**config.mk**
```make
export PLATFORM = sky130hd
export DESIGN_NAME = vram_arbiter_flat
export DESIGN_NICKNAME = d
export VERILOG_FILES = /design/src/rtl/vram_arbiter_if.sv /design/src/rtl/vram_arbiter.sv /design/src/flat_wrapper.sv
export SDC_FILE = /design/constraint.sdc
export NUM_CORES = 1
export LEC_CHECK = 0
export CAP_MARGIN = 20
export CORE_ASPECT_RATIO = 0.6
export CORE_UTILIZATION = 45
export DETAILED_ROUTE_END_ITERATION = 12
export GPL_TIMING_DRIVEN = 0
export PLACE_DENSITY_LB_ADDON = 0.3
export SYNTH_ARGS = -nofsm -noshare
export SYNTH_HDL_FRONTEND = slang
export SYNTH_SLANG_ARGS = --single-unit
```
**constraint.sdc**
```tcl
create_clock -name clk -period 1.85 [get_ports clk]
set_input_delay 0.185 -clock clk [delete_from_list [all_inputs] [get_ports clk]]
set_output_delay 0.185 -clock clk [all_outputs]
set_load 0.005 [all_outputs]
```
**src/rtl/vram_arbiter_if.sv**
```systemverilog
// MIG user-port command/write-data bundle plus the BO FIFO beat handshake.
// master = arbiter side, slave = MIG wrapper / FIFO side.
interface vram_arbiter_if;
    logic        wr_src_valid;
    logic        wr_src_ready;
    logic        mig_wr_en;
    logic        mig_wr_full;
    logic        mig_cmd_en;
    logic [2:0]  mig_cmd_instr;
    logic [5:0]  mig_cmd_bl;
    logic [29:0] mig_cmd_byte_addr;
    logic        mig_cmd_full;

    modport master (
        input  wr_src_valid, mig_wr_full, mig_cmd_full,
        output wr_src_ready, mig_wr_en, mig_cmd_en, mig_cmd_instr, mig_cmd_bl, mig_cmd_byte_addr
    );

    modport slave (
        output wr_src_valid, mig_wr_full, mig_cmd_full,
        input  wr_src_ready, mig_wr_en, mig_cmd_en, mig_cmd_instr, mig_cmd_bl, mig_cmd_byte_addr
    );
endinterface

```
**src/rtl/vram_arbiter.sv**
```systemverilog
// Round-robin read/write burst scheduler on the MIG port; first cmd 2 cycles after vsync, stalls on FIFO full flags.
// Define VRAM_ARB_WR_PRIO_EN for fixed write-over-read priority instead of round-robin.
module vram_arbiter #(
    parameter int          BURST_BEATS = 8,
    parameter logic [29:0] RD_BASE     = 30'h0000000,
    parameter logic [29:0] WR_BASE     = 30'h0000000
) (
    input  logic                  clk,
    input  logic                  rst,
    input  logic                  enable,
    input  logic                  vsync,
    input  logic [23:0]           frame_bytes,
    input  logic                  rd_room,
    vram_arbiter_if.master        mif,
    output logic                  busy,
    output logic                  frame_done,
    output logic                  error
);
    localparam int BB  = BURST_BEATS * 16;
    localparam int LG  = $clog2(BB);
    localparam int CW  = 24 - LG;
    localparam int BCW = $clog2(BURST_BEATS) + 1;
    localparam logic [BCW-1:0] LAST_BEAT = BCW'(BURST_BEATS - 1);

    typedef enum logic [2:0] {
        S_IDLE, S_ARB, S_RD_CMD, S_WR_FILL, S_WR_CMD, S_DONE
    } state_t;

    state_t         state, state_nxt;
    logic [CW-1:0]  rd_left, wr_left;
    logic [29:0]    rd_addr, wr_addr;
    logic [BCW-1:0] beat_cnt;
    logic           last_grant_wr;

    logic           rd_elig, wr_elig, grant_rd, grant_wr;
    logic           cmd_en, src_ready, wr_beat;
    logic [2:0]     cmd_instr;
    logic [29:0]    cmd_addr;
    logic           frame_start;

    logic           unused_low_bytes;
    assign unused_low_bytes = ^frame_bytes[LG-1:0];

    assign rd_elig     = (rd_left != '0) && rd_room;
    assign wr_elig     = (wr_left != '0) && mif.wr_src_valid;
    assign frame_start = (state == S_IDLE) && vsync && enable;

`ifdef VRAM_ARB_WR_PRIO_EN
    assign grant_wr = wr_elig;
    assign grant_rd = rd_elig && !wr_elig;
`else
    // On a tie the stream that did not win last time goes next.
    assign grant_rd = rd_elig && (!wr_elig || last_grant_wr);
    assign grant_wr = wr_elig && (!rd_elig || !last_grant_wr);
`endif

    always_comb begin
        state_nxt = state;
        cmd_en    = 1'b0;
        cmd_instr = 3'b000;
        cmd_addr  = '0;
        src_ready = 1'b0;
        case (state)
            S_IDLE: begin
                if (frame_start) state_nxt = S_ARB;
            end
            S_ARB: begin
                if (rd_left == '0 && wr_left == '0) state_nxt = S_DONE;
                else if (!enable)                   state_nxt = S_IDLE;
                else if (grant_rd)                  state_nxt = S_RD_CMD;
                else if (grant_wr)                  state_nxt = S_WR_FILL;
            end
            S_RD_CMD: begin
                cmd_en    = !mif.mig_cmd_full;
                cmd_instr = 3'b001;
                cmd_addr  = rd_addr;
                if (!mif.mig_cmd_full) state_nxt = S_ARB;
            end
            S_WR_FILL: begin
                src_ready = !mif.mig_wr_full;
                if (src_ready && mif.wr_src_valid && beat_cnt == LAST_BEAT) state_nxt = S_WR_CMD;
            end
            S_WR_CMD: begin
                cmd_en    = !mif.mig_cmd_full;
                cmd_addr  = wr_addr;
                if (!mif.mig_cmd_full) state_nxt = S_ARB;
            end
            S_DONE: begin
                state_nxt = S_IDLE;
            end
            default: state_nxt = S_IDLE;
        endcase
    end

    assign wr_beat = src_ready && mif.wr_src_valid;

    always_ff @(posedge clk) begin
        if (rst) begin
            state         <= S_IDLE;
            rd_left       <= '0;
            wr_left       <= '0;
            rd_addr       <= RD_BASE;
            wr_addr       <= WR_BASE;
            beat_cnt      <= '0;
            last_grant_wr <= 1'b1;
            error         <= 1'b0;
        end else begin
            state <= state_nxt;
            // A trigger arriving mid-frame is flagged and otherwise dropped.
            if (vsync && state != S_IDLE) error <= 1'b1;
            if (frame_start) begin
                rd_left  <= frame_bytes[23:LG];
                wr_left  <= frame_bytes[23:LG];
                rd_addr  <= RD_BASE;
                wr_addr  <= WR_BASE;
                beat_cnt <= '0;
            end
            if (state == S_ARB && state_nxt == S_RD_CMD)  last_grant_wr <= 1'b0;
            if (state == S_ARB && state_nxt == S_WR_FILL) last_grant_wr <= 1'b1;
            if (cmd_en && state == S_RD_CMD) begin
                rd_left <= rd_left - CW'(1);
                rd_addr <= rd_addr + 30'(BB);
            end
            if (cmd_en && state == S_WR_CMD) begin
                wr_left <= wr_left - CW'(1);
                wr_addr <= wr_addr + 30'(BB);
            end
            if (wr_beat) beat_cnt <= (beat_cnt == LAST_BEAT) ? '0 : beat_cnt + BCW'(1);
        end
    end

    assign mif.mig_cmd_en        = cmd_en;
    assign mif.mig_cmd_instr     = cmd_instr;
    assign mif.mig_cmd_byte_addr = cmd_addr;
    assign mif.mig_cmd_bl        = 6'(BURST_BEATS - 1);
    assign mif.wr_src_ready      = src_ready;
    assign mif.mig_wr_en         = wr_beat;
    assign busy                  = (state != S_IDLE);
    assign frame_done            = (state == S_DONE);
endmodule

```
**src/flat_wrapper.sv**
```systemverilog
// flat-port wrapper written by rule: the top's interface ports become plain ports
module vram_arbiter_flat 
#(
    parameter int          BURST_BEATS = 8,
    parameter logic [29:0] RD_BASE     = 30'h0000000,
    parameter logic [29:0] WR_BASE     = 30'h0000000
)
  (clk, rst, enable, vsync, frame_bytes, rd_room, busy, frame_done, error, mif_wr_src_valid, mif_mig_wr_full, mif_mig_cmd_full, mif_wr_src_ready, mif_mig_wr_en, mif_mig_cmd_en, mif_mig_cmd_instr, mif_mig_cmd_bl, mif_mig_cmd_byte_addr);
  vram_arbiter_if mif_i ();
  input  logic clk;
  input  logic rst;
  input  logic enable;
  input  logic vsync;
  input  logic [23:0] frame_bytes;
  input  logic rd_room;
  output logic busy;
  output logic frame_done;
  output logic error;
  input wire logic [$bits(mif_i.wr_src_valid)-1:0] mif_wr_src_valid;
  input wire logic [$bits(mif_i.mig_wr_full)-1:0] mif_mig_wr_full;
  input wire logic [$bits(mif_i.mig_cmd_full)-1:0] mif_mig_cmd_full;
  output wire logic [$bits(mif_i.wr_src_ready)-1:0] mif_wr_src_ready;
  output wire logic [$bits(mif_i.mig_wr_en)-1:0] mif_mig_wr_en;
  output wire logic [$bits(mif_i.mig_cmd_en)-1:0] mif_mig_cmd_en;
  output wire logic [$bits(mif_i.mig_cmd_instr)-1:0] mif_mig_cmd_instr;
  output wire logic [$bits(mif_i.mig_cmd_bl)-1:0] mif_mig_cmd_bl;
  output wire logic [$bits(mif_i.mig_cmd_byte_addr)-1:0] mif_mig_cmd_byte_addr;
  assign mif_i.wr_src_valid = mif_wr_src_valid;
  assign mif_i.mig_wr_full = mif_mig_wr_full;
  assign mif_i.mig_cmd_full = mif_mig_cmd_full;
  assign mif_wr_src_ready = mif_i.wr_src_ready;
  assign mif_mig_wr_en = mif_i.mig_wr_en;
  assign mif_mig_cmd_en = mif_i.mig_cmd_en;
  assign mif_mig_cmd_instr = mif_i.mig_cmd_instr;
  assign mif_mig_cmd_bl = mif_i.mig_cmd_bl;
  assign mif_mig_cmd_byte_addr = mif_i.mig_cmd_byte_addr;
  vram_arbiter #(.BURST_BEATS(BURST_BEATS), .RD_BASE(RD_BASE), .WR_BASE(WR_BASE)) u_core (.clk(clk), .rst(rst), .enable(enable), .vsync(vsync), .frame_bytes(frame_bytes), .rd_room(rd_room), .mif(mif_i), .busy(busy), .frame_done(frame_done), .error(error));
endmodule
```
# == After elaboration in Yosys (flattened, before gate mapping) ==
# Cells that the tools add are included.
# word_totals
reg_bits,103
elab_cells,75
input_bits,32
out_inout_bits,45
# classes
n_addsub,5
mux,21
eq_ne,8
n_reduce_logical,33
# op_table
operator,count
$mux 30,3
$add 30x8->30 const B,2
$pmux 30 s2,1
$mux 17,3
$logic_not 17->1,2
$reduce_bool 17->1,2
$sub 17x1->17 const B,2
$mux 3,7
$logic_and 1x1->1,15
$eq 3x2->1 const B,4
$mux 4,3
$pmux 3 s4,1
$eq 3x3->1 const B,2
$reduce_bool 2->1,3
$logic_not 1->1,5
$add 4x1->4 const B,1
$eq 4x3->1 const B,1
$reduce_or 2->1,2
$eq 3x1->1 const B,1
$logic_not 3->1,1
$mux 1,3
$reduce_bool 3->1,1
$logic_or 1x1->1,2

# == Logic depth before layout (Yosys ltp) ==
# Gate-level depths: netlist of the first run.
# logic_depth
word_depth,13
mapped_depth,8
ltp_nobuf,7

# == Least setup slack after synthesis of the first run ==
# OpenSTA, ideal clock, no wires.
# synth_path
path_type,register to register
startpoint,register u_core.state[0]
endpoint,register u_core.rd_left[7]
t_required_ns,1.779
slack_ns,-0.171
setup_ns,0.071
n_path_buf,1
arrival_ns,1.950
period_less_slack_ns,2.021
path_stages_with_launch,7
path_cell_list,dfxtp_1 > or4b_1 > buf_2 > or2_2 > nor4_1 > mux2_2 > a21oi_1
# synth_between
elab_chain_len,5
elab_cells_between_ends,10
classes_between,2 x eq/ne; 2 x mux; 6 x reduce/logical
# synth_rtl
item,line_no,source
"start, declared",vram_arbiter.sv:29,"state_t state, state_nxt;"
"start signal, assigned",vram_arbiter.sv:108,state <= state_nxt;
$eq 3x3->1 / $eq 3x2->1 (equally long branches),"vram_arbiter.sv:63, vram_arbiter.sv:120",
$reduce_or 2->1 (no line),n/a,
$mux 1,n/a,
$logic_and 1x1->1,vram_arbiter.sv:120,if (cmd_en && state == S_RD_CMD) begin
$mux 17 / $reduce_bool 2->1 (equally long branches),n/a,
"end signal, assigned",vram_arbiter.sv:112,rd_left <= frame_bytes[23:LG];
"end signal, assigned",vram_arbiter.sv:121,rd_left <= rd_left - CW'(1);
"end, declared",vram_arbiter.sv:30,"logic [CW-1:0] rd_left, wr_left;"
# Several ways; a longest one is shown, not always the timed one.
# A chain may end at the register's enable or synchronous reset.

# == Worst setup path after layout of the first run ==
# layout_path
startpoint,register u_core.state[0]
endpoint,output mif_mig_cmd_en
# layout_between
elab_chain_len,3
elab_cells_between_ends,4
classes_between,2 x eq/ne; 1 x mux; 1 x reduce/logical
# layout_rtl
item,line_no,source
$eq 3x3->1 / $eq 3x2->1 (equally long branches),vram_arbiter.sv:63,case (state)
$reduce_or 2->1 (no line) (*),n/a,
$mux 1 (*),n/a,
"end, declared",flat_wrapper.sv:24,output wire logic [$bits(mif_i.mig_cmd_en)-1:0] mif_mig_cmd_en;
# Mark *: on every way between the ends. The rest lies on a longest branch, timed or not.

==> results by group, run 1 <==
Outcome
  • Outcome: finished, violations left
  • Failing checks: DRC, setup timing

Synth
  • Netlist cell types: 64
  • Synth top area share: 35.26%
  • Most common cell in the netlist: dfxtp_1
  • Mapped Cells: 635
  • Synth top cells by count: dfxtp_1, nor2_1, nand2_1
  • Top cells by area, synth: dfxtp_1, a21oi_1, nor2_1, a22o_1, nand2_1
  • Post-synth top flop: dfxtp_1
  • Synth area leader: dfxtp_1
  • Post-Syn Area: 5052 µm²
  • Yosys warns: 0
  • Syn avg cell area: 7.956 µm²
  • #FFs+latches synth: 89
  • Async SR Flop Fraction: 0%
  • Sequential area share after synthesis: 35.26%
  • EDFF count, synth: 0

GRT
  • Grt total ovfl: 0
  • Largest net degree at the start of global routing: 14
  • Vias in the first global route: 5727
  • Antenna violations before repair: 0
  • First-pass GRT wire length: 31.13 mm
  • Tot GR Track Use: between 30 and 40%

STA
  • Min setup slack post-route: -0.2392 ns
  • Hold Fails Final Rpt: 0
  • Fin crit share: 112.9%
  • Max-slew violation count: 0
  • Final setup TNS: -9.822 ns
  • Final setup violating endpoints: 90
  • RSZ-0062 raised after global routing: yes
  • Crit path time final: around 2.1 ns
  • Clk_skew: 0.009253 ns
  • Worst-margin pin slew: 0.9466 ns
  • Max Clock Freq: 478.7 MHz
  • Slew Limit Headroom: 36.89%

Final layout
  • Fin util: 75.66%
  • Ant. Diodes: 0
  • Fin cells: 957
  • P&R area growth vs syn: 60.85%
  • Share of cells above drive strength 1: 43.40%
  • Finished Cell Area: 8127 µm²
  • Fin nets: roughly 850

Routing
  • Final wirelength: 26.17 mm
  • Detailed-router iteration count before antenna repair: 11
  • Drt initial violations: 1592
  • DR DRC count: 4
  • Via density: 7.333
  • Routed wire length per instance: 27.34 µm
  • Antenna Violating Nets Remaining: 0
  • Vias: 7018

Critical path
  • Reg2Reg Depth: 8
  • CP Class: flop to output port
  • Worst Path Arrival: between 1.5 and 2 ns
  • Flop-to-flop setup slack: -0.22 ns
  • Worst R2R End: u_core.wr_left[13]$_SDFFE_PP0P_
  • Worst setup EP type: output port
  • Crit path max fanout: 10
  • Data required, critical path: approximately 1.7 ns
  • Worst R2R Start: u_core.state[1]$_SDFF_PP0_
  • Worst setup SP type: flop

Die
  • Row cnt: 29
  • Core area: between 10000 and 15000 µm²
  • Die Area: about 12000 µm²
  • Die X: 138.8 µm
  • Chip Height: around 84 µm
  • Io pins: 77
  • Starting Density: a little under half

Clock tree
  • Clock latency on the worst-skew pair: between 0.3 and 0.4 ns
  • Clock Tree Root: clkbuf_16
  • Num CTS Buffers: 9
  • TritonCTS Sinks: about 90
  • CTS max path bufs: 2
  • CTS tree: yes
  • Depth of the CTS H-tree: 3
  • Clock-pin slew on the worst setup and hold paths: 0.07 ns

Hold path
  • Hold_sp: rst
  • Worst hold path class: input port to flop
  • Sink of the worst hold path: u_core.last_grant_wr$_SDFFE_PP1P_
  • Cells on Worst Hold Path: 3

Run
  • Max-cap violations: 0

Place
  • Port Buffer Count: 53
  • Routability Congestion: 0.9085
  • Placed Instances: 840
  • Area after DPL: 5858 µm²
  • DP Wirelength: 12.71 mm

Pwr
  • Total power: approximately 5 mW
  • Leakage power: roughly 3.2 nW
  • Pwr per Cell Area: 611.8 nW/µm²
  • VDD IR max: 0.4829 mV
==> per-stage QoR <==
stage          hold slack (ns)  setup WS, ns
2_1_floorplan           0.3245      -0.08111
3_3_place_gp            0.4541        -1.156
3_5_place_dp            0.4725        -1.155
4_1_cts                 0.3436       -0.1830
5_1_grt                 0.4503       -0.5780
6_report                0.4096       -0.2392
==> layer usage <==
| metal | share of wire, % | global-route usage [%] | up-vias |
|---|---|---|---|
| li1 | - | - | 2735 |
| met1 | 35 | 46.67 | 3208 |
| met2 | 41 | 52.75 | 763 |
| met3 | 17 | 9.753 | 312 |
| met4 | 8.0 | 11.01 | 0 |
| met5 | 0 | 0 | - |
==> layout make-up <==
type,count,area [µm²]
buffer,48,464.2
clock buffer,12,256.5
clock inverter,2,15.01
fill,591,2614
inverter,14,55.05
multi-input combinational,491,3812
sequential,89,1822
tap,139,173.9
timing repair buffer,162,1528
==> critical path, stage by stage (launching register included) <==
cell and delay [ns]:
dfxtp_4 0.36, or4b_4 0.58, clkbuf_8 0.23, clkbuf_8 0.21
nand2_4 0.08, buf_6 0.09
==> layout by cell type (no fill, tap or decap), types with 11 or more instances in the layout <==
| cell | netlist | final |
|---|---|---|
| o21ai_0 | 27 | 17 |
| a21oi_2 | 1 | 17 |
| nand4_1 | 14 | 14 |
| nand3_1 | 34 | 20 |
| a21oi_1 | 51 | 34 |
| dfxtp_1 | 89 | 69 |
| clkbuf_1 | 32 | 12 |
| buf_4 | 15 | 70 |
| conb_1 | 2 | 15 |
| a22o_1 | 25 | 25 |
| clkbuf_16 | 0 | 15 |
| mux2_4 | 0 | 14 |
| dfxtp_2 | 0 | 14 |
| nor2_1 | 60 | 45 |
| nor3_1 | 19 | 11 |
| nand2_1 | 56 | 46 |
| buf_6 | 0 | 50 |
| a31oi_1 | 21 | 19 |
| buf_2 | 8 | 24 |
| clkdlybuf4s50_1 | 0 | 23 |
==> cell families after synthesis <==
logic type / after synthesis / share of synthesized area, %
muxes: 17 / 3.764
other: 2 / 0.1486
and+or+nand+nor: 272 / 29.07
xor gates and xnor gates: 3 / 0.5202
AOI/OAI and AO/OA: 176 / 23.06
adders and majority gates: 7 / 1.733
buffers and inverters: 69 / 6.439
DFF: 89 / 35.27
==> how the worst max path moves through the flow <==
stage / slack (ns) / startpoint / to
3_5_place_dp: -1.16 / mif_mig_cmd_full / mif_mig_cmd_en
5_1_grt: -0.58 / u_core.state[0]$_SDFF_PP0_ / u_core.wr_addr[15]$_SDFFE_PP0P_
3_3_place_gp: -1.16 / mif_mig_cmd_full / mif_mig_cmd_en
6_report: -0.24 / u_core.state[0]$_SDFF_PP0_ / mif_mig_cmd_en
2_1_floorplan: -0.08 / u_core.state[0]$_SDFF_PP0_ / u_core.rd_left[7]$_SDFFE_PP0P_
4_1_cts: -0.18 / u_core.state[2]$_SDFF_PP0_ / u_core.rd_addr[20]$_SDFFE_PP0P_
==> repair_timing <==
| action | 4_1_cts | 5_1_grt |
|---|---|---|
| endpoints found under the setup margin | 117 | 98 |
| setup buffers | 72 | 37 |
| pin swaps | 69 | 68 |
| gates resized for setup | 284 | 161 |
| hold buffers | 0 | 0 |
| cloned | 4 | 4 |
==> power breakdown <==
part / internal (mW) / switching (mW) / leakage (nW)
Clock: 0.972 / 0.831 / 0.127
Sequential: 1.96 / 0.0997 / 0.732
Combinational: 0.506 / 0.601 / 2.37
==> state kept, by name (all words and copies together) (netlist names) <==
register	cells
u_core.rd_left	17
u_core.error	1
u_core.rd_addr	23
u_core.beat_cnt	4
u_core.wr_addr	23
u_core.state	3
u_core.last_grant_wr	1
u_core.wr_left	17
No activity file was read; power rests on OpenSTA's default activity.
==> run 2: changes to the inputs <==
--- a/config.mk
+++ b/config.mk
@@ -8,6 +8,7 @@
 export CAP_MARGIN = 20
 export CORE_ASPECT_RATIO = 0.6
 export CORE_UTILIZATION = 45
+export CTS_CLUSTER_DIAMETER = 120
 export DETAILED_ROUTE_END_ITERATION = 12
 export GPL_TIMING_DRIVEN = 0
 export PLACE_DENSITY_LB_ADDON = 0.3
==> results of run 2 <==
Final layout, timing and power as in run 1 (identical DEF).
